## src/rtl/lfsr_word_collector.sv

```systemverilog
// Serial-to-parallel collector for the lfsr500 chain output.
// Packs sampled bits MSB-first into words, keeps a CRC-16 signature and a word count.
module lfsr_word_collector #(
    parameter int unsigned WORD_W   = 32,
    parameter logic [15:0] SIG_POLY = 16'h1021,
    parameter logic [15:0] SIG_SEED = 16'hFFFF
) (
    input  logic              clk,
    input  logic              reset,
    input  logic              clear,
    input  logic              en,
    input  logic              sin,
    input  logic              word_ready,
    output logic [WORD_W-1:0] word_data,
    output logic              word_valid,
    output logic              overrun,
    output logic [15:0]       signature,
    output logic [15:0]       word_cnt
);

    localparam int unsigned IDX_W = (WORD_W > 2) ? $clog2(WORD_W) : 1;
    localparam logic [IDX_W-1:0] LAST = IDX_W'(WORD_W - 1);

    typedef enum logic {
        EMPTY = 1'b0,
        FULL  = 1'b1
    } slot_e;

    slot_e              state_q, state_d;
    logic [WORD_W-2:0]  sreg_q, sreg_d;
    logic [IDX_W-1:0]   idx_q, idx_d;
    logic [WORD_W-1:0]  data_q, data_d;
    logic               ovr_q, ovr_d;
    logic [15:0]        sig_q, sig_d;
    logic [15:0]        cnt_q, cnt_d;

    logic [WORD_W-1:0]  word_c;
    logic               done_c;

    always_ff @(posedge clk or negedge reset) begin
        if (!reset) begin
            state_q <= EMPTY;
            sreg_q  <= '0;
            idx_q   <= '0;
            data_q  <= '0;
            ovr_q   <= 1'b0;
            sig_q   <= SIG_SEED;
            cnt_q   <= '0;
        end else begin
            state_q <= state_d;
            sreg_q  <= sreg_d;
            idx_q   <= idx_d;
            data_q  <= data_d;
            ovr_q   <= ovr_d;
            sig_q   <= sig_d;
            cnt_q   <= cnt_d;
        end
    end

    // Fill path and signature advance on every accepted strobe.
    always_comb begin
        word_c = {sreg_q, sin};
        done_c = en && !clear && (idx_q == LAST);
        sreg_d = sreg_q;
        idx_d  = idx_q;
        sig_d  = sig_q;
        if (clear) begin
            sreg_d = '0;
            idx_d  = '0;
            sig_d  = SIG_SEED;
        end else if (en) begin
            sig_d  = {sig_q[14:0], 1'b0}
                   ^ ((sig_q[15] ^ sin) ? SIG_POLY : 16'h0000);
            sreg_d = word_c[WORD_W-2:0];
            idx_d  = done_c ? '0 : idx_q + IDX_W'(1);
        end
    end

    // Output slot: a completed word is dropped only when the slot is held.
    always_comb begin
        state_d = state_q;
        data_d  = data_q;
        ovr_d   = ovr_q;
        cnt_d   = cnt_q;
        if (clear) begin
            state_d = EMPTY;
            ovr_d   = 1'b0;
            cnt_d   = '0;
        end else begin
            unique case (state_q)
                EMPTY: begin
                    if (done_c) begin
                        state_d = FULL;
                        data_d  = word_c;
                        cnt_d   = cnt_q + 16'd1;
                    end
                end
                FULL: begin
                    if (word_ready) begin
                        if (done_c) begin
                            data_d = word_c;
                            cnt_d  = cnt_q + 16'd1;
                        end else begin
                            state_d = EMPTY;
                        end
                    end else if (done_c) begin
                        ovr_d = 1'b1;
                    end
                end
            endcase
        end
    end

    always_comb begin
        word_valid = (state_q == FULL);
        word_data  = data_q;
        overrun    = ovr_q;
        signature  = sig_q;
        word_cnt   = cnt_q;
    end

endmodule

```

## config.mk

```make
export PLATFORM = sky130hd
export DESIGN_NAME = lfsr_word_collector
export DESIGN_NICKNAME = d
export VERILOG_FILES = /design/src/rtl/lfsr_word_collector.sv
export SDC_FILE = /design/constraint.sdc
export NUM_CORES = 1
export LEC_CHECK = 0
export CAP_MARGIN = 20
export CORE_MARGIN = 2
export CORE_UTILIZATION = 55
export CTS_BUF_LIST = sky130_fd_sc_hd__clkbuf_4
export DETAILED_ROUTE_END_ITERATION = 10
export PLACE_DENSITY = 0.82
export REMOVE_ABC_BUFFERS = 1
export SLEW_MARGIN = 20
export SYNTH_ARGS = -nofsm -noshare
export SYNTH_HDL_FRONTEND = slang
export SYNTH_SLANG_ARGS = --single-unit
export TNS_END_PERCENT = 5
```

## constraint.sdc

```tcl
create_clock -name clk -period 3 [get_ports clk]
set_clock_uncertainty 0.1 [all_clocks]
set_input_delay 0.6 -clock clk [delete_from_list [all_inputs] [get_ports clk]]
set_output_delay 0.6 -clock clk [all_outputs]
set_load 0.05 [all_outputs]
```

# Word level (Yosys, flattened, before mapping)
# Cells that the tools add are included.
# totals
register_bits	102
in_bits	6
word_cells	48
# classes
addsub	2
n_eq_ne	4
mux	23
bitwise_logic	4
reduce_logical	8
# ops
op	n
two-way mux 16 bit	5
two-way mux 32 bit	2
one-hot mux 32 bit (2 select lines)	1
two-way mux 31 bit	2
one-hot mux 16 bit (2 select lines)	1
adder 16 x 1 -> 16 bit, second input constant	1
XOR 16 x 13 -> 16 bit	1
two-way mux 5 bit	3
two-way mux 13 bit	1
two-way mux 1 bit	7
nonzero test 2 bit	3
adder 5 x 1 -> 5 bit, second input constant	1
== test 5 bit, second input constant	1
inequality test 2 bit, second input constant	2
inequality test 3 bit, second input constant	1
AND reduction 3 bit	1
logical AND 1 bit	2
NOT 1 bit	2
one-hot mux 1 bit (2 select lines)	1
AND reduction 2 bit	1
zero test 1 bit	1
XOR 1 bit	1

# Longest topological paths before layout
# Gate-level depths: netlist of the first run.
# logic_depth
word_depth	7
ltp_mapped	8
ltp_nobuf	7

# Worst setup path after synthesis of the first run
# OpenSTA, ideal clock, no wires.
# synth_path
path_kind	register to register
from	register idx_q[0]
to	register data_q[10], in the netlist word_data[10]
setup_time_ns	0.125
t_arrival_ns	1.883
required_time_ns	2.775
setup_slack_ns	0.892
stages_incl_launch_ff	8
path_buffers	1
period_less_slack_ns	2.108
path_cell_list	dfrtp_1 -> ha_1 -> and3_1 -> ha_1 -> nand2_1 -> nor3_4 -> buf_4 -> mux2_2
# synth_via
elab_chain_len	5
# synth_rtl
item	line	rtl
start: declaration	31	logic [IDX_W-1:0] idx_q, idx_d;
start signal: assignment	52	idx_q <= idx_d;
== test 5 bit (*)	63	done_c = en && !clear && (idx_q == LAST);
logical AND 1 bit (*)	63	
two-way mux 32 bit (*)	n/a	
two-way mux 32 bit	n/a	
one-hot mux 32 bit (2 select lines) (*)	n/a	
end signal: assignment	53	data_q <= data_d;
end: declaration	32	logic [WORD_W-1:0] data_q, data_d;
# Every way passes the cells marked *; elsewhere a longest branch is shown, timed or not. The select of a mux whose other input is x is not followed.
# A chain may end at the register's enable or synchronous reset.

# Worst setup path in the final report of the first run
# layout_path
from	register sig_q[15], in the netlist signature[15]
to	output port signature[15]
# layout_rtl
item	line	rtl
start: declaration	34	logic [15:0] sig_q, sig_d;
start signal: assignment	55	sig_q <= sig_d;
end: declaration	17	output logic [15:0] signature,
# No word-level cell between the ends.

==> impl_metrics.yaml, run 1 <==
timing:
  headroom_to_the_max_slew_limit_pct: 45.5
  timing.hold.ws_ns: 0.0975
  timing.final.hold_violations: 0
  period_needed_ns: 2.55
  tns_ns: 0
  number_of_max_slew_violations_in_the_final_report: 0
  setup_repair_after_global_routing_missed_its_margin: "false"
  worst-slew-pin-transition_ns: 0.818
  finalSetupViolCount: 0
  max_freq_ghz: 0.392
  post-route-period-util_pct: 85.0
setup_path:
  cp_data_arrival_time_ns: 1.85
  worst_ep_required_time_ns: 2.30
  number_of_cells_on_the_critical_path: 1
  worst_setup_path_end_kind: "output port"
  worst_r2r_startpoint: "idx_q[0]"
  slack_of_the_worst_reg_to_reg_path_ns: 0.63
  timing.critical_path.cells: "clkdlybuf4s50_1"
  path_buf_inv: 1
  path_class: "reg2out"
  timing.rr.end: "word_data[27]"
  worstPathMaxFanout: 3
  worstSetupStartpoint: "signature[15]"
  critical_path.endpoint: "signature[15]"
  critical_path.top_delay_family: "buffers and inverters"
  crit_path_max_incr_delay_ns: 0.81
  cells_on_worst_reg2reg_path: 7
  cp_slowest_cell: "sky130_fd_sc_hd__clkdlybuf4s50_1"
  critical_path.startpoint_type: "flip-flop"
synthesis:
  postSynthRegisterBits: 102
  yosys.cell_count.top_type: "sky130_fd_sc_hd__dfrtp_1"
  synth-seq-area-share_pct: 58.9
  synth.top_cells.by_area: "sky130_fd_sc_hd__dfrtp_1, sky130_fd_sc_hd__dfstp_2, sky130_fd_sc_hd__mux2_2"
  synth.largest_area_cell: "sky130_fd_sc_hd__dfrtp_1"
  synth_area_um2: 4370
  post_synth_most_frequent_cells: "sky130_fd_sc_hd__dfrtp_1, sky130_fd_sc_hd__nor2_1, sky130_fd_sc_hd__mux2i_1, sky130_fd_sc_hd__mux2_2"
  number_of_enable_type_register_cells_in_the_synthesized_netlist: 0
  synth.distinct_cells: 39
  post-synth-top-area-fraction_pct: 49.3
  synth_top_flop_cell: "sky130_fd_sc_hd__dfrtp_1"
  synth.yosys.warnings: 0
  synth_async_reset_ratio_pct: 100
  post_synth.cell_area_avg_um2: 12.4
  synthesis.instances: 351
clock_network:
  clockBufferDepth: 2
  clock_insertion_delay_worst_skew_ns: 0.46
  post_cts.repair.setup_buffers: 0
  ctsResizeCount: 0
  htreeDepth: 3
  post_cts_hold_buffer_count: 0
  cts_inserted_buffers: 9
  numClockSinks: 102
  worst_setup_hold_path_clk_slew_ns: 0.17
  cts_tree: "built"
  clock-root-buffer: "sky130_fd_sc_hd__clkbuf_4"
layout:
  utilization_pct: 68.3
  final_nets: 428
  syn2layout_area_growth_pct: 20.8
  insertedDiodeCount: 0
  post_route_cells_drive_above_1_share_pct: 18.9
  final_cell_area_um2: 5280
route:
  drc_violations_left: 0
  routed_via_density: 5.48
  finalWirelength_um: 8360
  drt_pre_antenna_iters: 4
  routed-via-count: 2883
  drt-initial-drc-count: 148
  wire_per_inst_um: 15.9
  detail-route-antenna-nets: 0
run:
  drv_cap: 0
pwr:
  max-vdd-ir-drop_v: 0.000342
  power_density_nw_per_um2: 433
  report.power.total_w: 0.00229
  leakagePower_nw: 2.46
placed_design:
  detailed_place_hpwl_um: 5600
  placedInstanceArea_um2: 5150
  quantity_of_i_o_buffers_inserted_on_ports: 71
  gp_congestion: 0.781
grt:
  grt_use_total_pct: 20.8
  grt_max_degree: 67
  grt_remaining_overflow: 0
  first_pass_grt_wire_length_um: 14100
  via_count_of_the_first_global_routing_pass: 2985
  grt_antenna_before_repair: 0
hold_path:
  holdCritPathClass: "in2async"
die:
  die_w_um: 93.1
  pin_count: 72
  floorplan.initialDensity_pct: 56.5
  die_area_um2: 8670
  vert_die_dim_um: 93.1
  floorplan.core_area_um2: 7730
  floorplan.rows: 32
status:
  status: "finished, final reports clean"
through the flow:
step | worst slack, ns | instances
2_1_floorplan | 0.469 | 330
3_3_place_gp | 0.620 | 510
3_5_place_dp | 0.602 | 510
4_1_cts | 0.418 | 526
5_1_grt | 0.392 | 526
6_report | 0.451 | 526
registers in the layout, summed over array words and instances (netlist names):
register,flops
signature,16
word_valid,1
idx_q,5
word_data,32
overrun,1
sreg_q,31
word_cnt,16
how the worst min path moves through the flow:
stage          startpoint       endpoint  slack [ns]  depth (start not counted)
4_1_cts             reset  word_data[13]        0.11                          1
6_report            reset     sreg_q[14]         0.1                          1
3_3_place_gp      overrun        overrun        0.38                          2
3_5_place_dp      overrun        overrun        0.38                          2
5_1_grt             reset     sreg_q[14]        0.14                          1
2_1_floorplan       reset       idx_q[0]        0.20                          0
cell type report:
type	instances	area (um2)
fillers	574	2450
clock buffers	9	67.6
flip-flops and latches	102	2570
inverters	1	3.75
repair buffers	78	763
clock inverters	7	55.1
well taps	102	128
multi-input cells	227	1690
per-layer routing:
metal	GRT usage [%]	up-vias	wire, um
li1	-	1365	-
met5	0	-	0
met2	33.3	72	4180
met1	27.2	1438	3640
met4	5.76	0	70
met3	7.09	8	474
worst reg2reg max path: cells and delay by family, from the launching register on:
kind                       cells  cell delay [ns]
buffers and inverters          1             0.43
and+or+nand+nor                3             0.47
DFF                            1             0.42
adders and majority gates      2             0.45
muxes                          1             0.41
power breakdown:
group          switching [W]  internal, W
Sequential         0.0000166      0.00141
Combinational       0.000136    0.0000678
Clock               0.000477     0.000183
Total               0.000629      0.00166
cell families (layout without fill, tap and decap cells):
kind of cell | Yosys count | in the layout | share of synthesized area, %
and+or+nand+nor | 112 | 112 | 13.6
buffers and inverters | 22 | 95 | 2.52
DFF | 102 | 102 | 58.9
xor gates and xnor gates | 9 | 9 | 1.80
muxes | 70 | 70 | 17.0
adders and majority gates | 3 | 3 | 0.859
AOI/OAI and AO/OA | 33 | 33 | 5.36
cells in the final DEF, fill, tap and decap left out, drive strengths merged, types with 2 or more instances in the layout:
| master | instances |
|---|---|
| and3 | 2 |
| ha | 3 |
| mux2i | 37 |
| nor3 | 2 |
| mux2 | 33 |
| nand4 | 9 |
| clkinv | 3 |
| inv | 5 |
| or3 | 2 |
| nand2 | 7 |
| dfrtp | 86 |
| nor2 | 47 |
| clkdlybuf4s50 | 68 |
| o31ai | 2 |
| nand2b | 6 |
| nand3b | 2 |
| a21oi | 11 |
| nor2b | 16 |
| and2 | 5 |
| buf | 10 |
| nand3 | 7 |
| xor2 | 6 |
| clkbuf | 9 |
| xnor2 | 3 |
| dfstp | 16 |
| and4 | 3 |
| o21ai | 3 |
| a211o | 16 |
| or4 | 2 |
(Power assumes the default switching activity.)
==> run 2: changes to the inputs <==
--- a/config.mk
+++ b/config.mk
@@ -7,10 +7,10 @@
 export LEC_CHECK = 0
 export CAP_MARGIN = 20
 export CORE_MARGIN = 2
-export CORE_UTILIZATION = 55
+export CORE_UTILIZATION = 50
 export CTS_BUF_LIST = sky130_fd_sc_hd__clkbuf_4
 export DETAILED_ROUTE_END_ITERATION = 10
-export PLACE_DENSITY = 0.82
+export PLACE_DENSITY = 0.79
 export REMOVE_ABC_BUFFERS = 1
 export SLEW_MARGIN = 20
 export SYNTH_ARGS = -nofsm -noshare
==> constraint.sdc (replaced) <==
create_clock -name clk -period 2.2 [get_ports clk]
set_clock_uncertainty 0.1 [all_clocks]
set_input_delay 0.44 -clock clk [delete_from_list [all_inputs] [get_ports clk]]
set_output_delay 0.44 -clock clk [all_outputs]
set_load 0.05 [all_outputs]
==> impl_metrics.yaml, run 2 (synthesis results as in run 1) <==
pwr:
  max-vdd-ir-drop_v: 0.000281
  leakagePower_nw: 3.19
  power_density_nw_per_um2: 569
route:
  drt_pre_antenna_iters: 4
  finalWirelength_um: 8400
  detail-route-antenna-nets: 0
  routed_via_density: 5.32
  drc_violations_left: 0
  wire_per_inst_um: 15.6
  drt-initial-drc-count: 90
  routed-via-count: 2861
layout:
  post_route_cells_drive_above_1_share_pct: 23.7
  finalNonFillerCells: 538
  insertedDiodeCount: 0
  utilization_pct: 62.5
  final_nets: 434
  syn2layout_area_growth_pct: 23.0
  final_common_cell: "sky130_fd_sc_hd__dfrtp_1"
  largest_register_ffs: 32
  most-common-layout-cells: "sky130_fd_sc_hd__dfrtp_1, sky130_fd_sc_hd__nor2_1, sky130_fd_sc_hd__mux2i_1, sky130_fd_sc_hd__mux2_2, sky130_fd_sc_hd__dlymetal6s2s_1"
die:
  pin_count: 72
  floorplan.rows: 34
  die_area_um2: 9500
  floorplan.core_area_um2: 8590
  floorplan.initialDensity_pct: 50.8
  die_w_um: 97.5
  vert_die_dim_um: 97.5
clock_network:
  clockBufferDepth: 2
  clock-root-buffer: "sky130_fd_sc_hd__clkbuf_4"
  worst_setup_hold_path_clk_slew_ns: 0.14
  post_cts.repair.setup_buffers: 0
  clock_insertion_delay_worst_skew_ns: 0.44
  htreeDepth: 3
  cts_tree: "built"
  numClockSinks: 102
  cts_inserted_buffers: 9
timing:
  number_of_max_slew_violations_in_the_final_report: 0
  setup_repair_after_global_routing_missed_its_margin: "true"
  max_freq_ghz: 0.481
  final.setup.worst_slack_ns: 0.121
  post-route-period-util_pct: 94.5
  headroom_to_the_max_slew_limit_pct: 59.2
  finalSetupViolCount: 0
  worst-slew-pin-transition_ns: 0.612
  tns_ns: 0
  timing.hold.ws_ns: 0.288
  period_needed_ns: 2.08
  timing.final.hold_violations: 0
hold_path:
  holdCritPathClass: "in2reg"
  hold_path_depth: 3
  holdCritStartpoint: "en"
  min_delay_worst_endpoint: "word_valid"
setup_path:
  critPathMostFrequentCell: "sky130_fd_sc_hd__ha_1"
  path_class: "reg2reg"
  timing.critical_path.cells: "ha_1, and3_1, ha_1, nand2_2, nor3_4, buf_12, mux2_2"
  cells_on_worst_reg2reg_path: 7
  worst_ep_required_time_ns: 2.42
  cp_data_arrival_time_ns: 2.29
  timing.rr.end: "word_data[16]"
  crit_path_max_incr_delay_ns: 0.42
  worst_setup_path_end_kind: "flip-flop"
  critical_path.top_delay_family: "simple AND/OR/NAND/NOR gates"
  path_buf_inv: 1
  cp_slowest_cell: "sky130_fd_sc_hd__dfrtp_1"
  slack_of_the_worst_reg_to_reg_path_ns: 0.12
  critical_path.startpoint_type: "flip-flop"
  worstPathMaxFanout: 36
  worst_r2r_startpoint: "idx_q[0]"
grt:
  grt_remaining_overflow: 0
  grt_use_total_pct: 18.4
  via_count_of_the_first_global_routing_pass: 2929
  grt_max_degree: 72
  grt_antenna_before_repair: 0
  first_pass_grt_wire_length_um: 14200
run:
  drv_cap: 0
placed_design:
  dp_cells: 521
  gp_congestion: 0.807
  quantity_of_i_o_buffers_inserted_on_ports: 71
  minimum_setup_slack_after_placement_ns: 0.116
  detailed_place_hpwl_um: 5670
status:
  status: "finished, final reports clean"
==> run 2: stage by stage <==
| step | power [W] | instance area (um2) |
|---|---|---|
| 4_1_cts | 0.00309 | 5290 |
| 5_1_grt | 0.00320 | 5370 |
| 3_3_place_gp | 0.00224 | 5180 |
| 6_report | 0.00306 | 5370 |
| 2_1_floorplan | 0.00211 | 4260 |
| 3_5_place_dp | 0.00225 | 5180 |
==> run 2: repair_timing <==
| action | in CTS | in global routing |
|---|---|---|
| resized for setup | 17 | 34 |
| endpoints found under the setup margin | 17 | 64 |
| pin swaps | 0 | 0 |
| endpoints found under the hold margin | 32 | 0 |
| hold buffers | 1 | 0 |
==> run 2: per-layer routing <==
| metal | share of wire [%] | vias up | GRT usage (%) |
|---|---|---|---|
| met5 | 0 | - | 0 |
| met4 | 1.3 | 0 | 6.84 |
| met3 | 2.5 | 9 | 2.81 |
| met2 | 50 | 37 | 29.5 |
| met1 | 46 | 1449 | 25.6 |
| li1 | - | 1366 | - |
==> run 2: cell type report <==
type	instances	area (um2)
clock buffers	12	90.1
clock inverters	4	26.3
fillers	710	3220
inverters	1	3.75
multi-input cells	227	1690
flip-flops and latches	102	2570
well taps	108	135
repair buffers	84	857
==> run 2: report_power, final <==
part           internal (W)  switching (W)
Sequential          0.00192      0.0000214
Clock              0.000268       0.000576
Combinational     0.0000905       0.000187
Total               0.00227       0.000784
==> run 2: worst max path at each step <==
| stage | start | end | slack [ns] | cells after the start |
|---|---|---|---|---|
| floorplan | idx_q[0] | word_data[0] | -0.33 | 6 |
| global placement | word_ready | word_data[31] | 0.16 | 5 |
| detailed placement | word_ready | word_data[30] | 0.12 | 5 |
| CTS | word_data[7] | word_data[7] | 0.001 | 1 |
| global route | idx_q[0] | word_cnt[11] | -0.009 | 7 |
| finish | idx_q[0] | word_data[16] | 0.12 | 7 |
==> run 2: tightest hold or removal path, stage by stage <==
cell and delay, ns:
sky130_fd_sc_hd__buf_2 0.14, sky130_fd_sc_hd__nand2_2 0.13, sky130_fd_sc_hd__a21oi_1 0.08
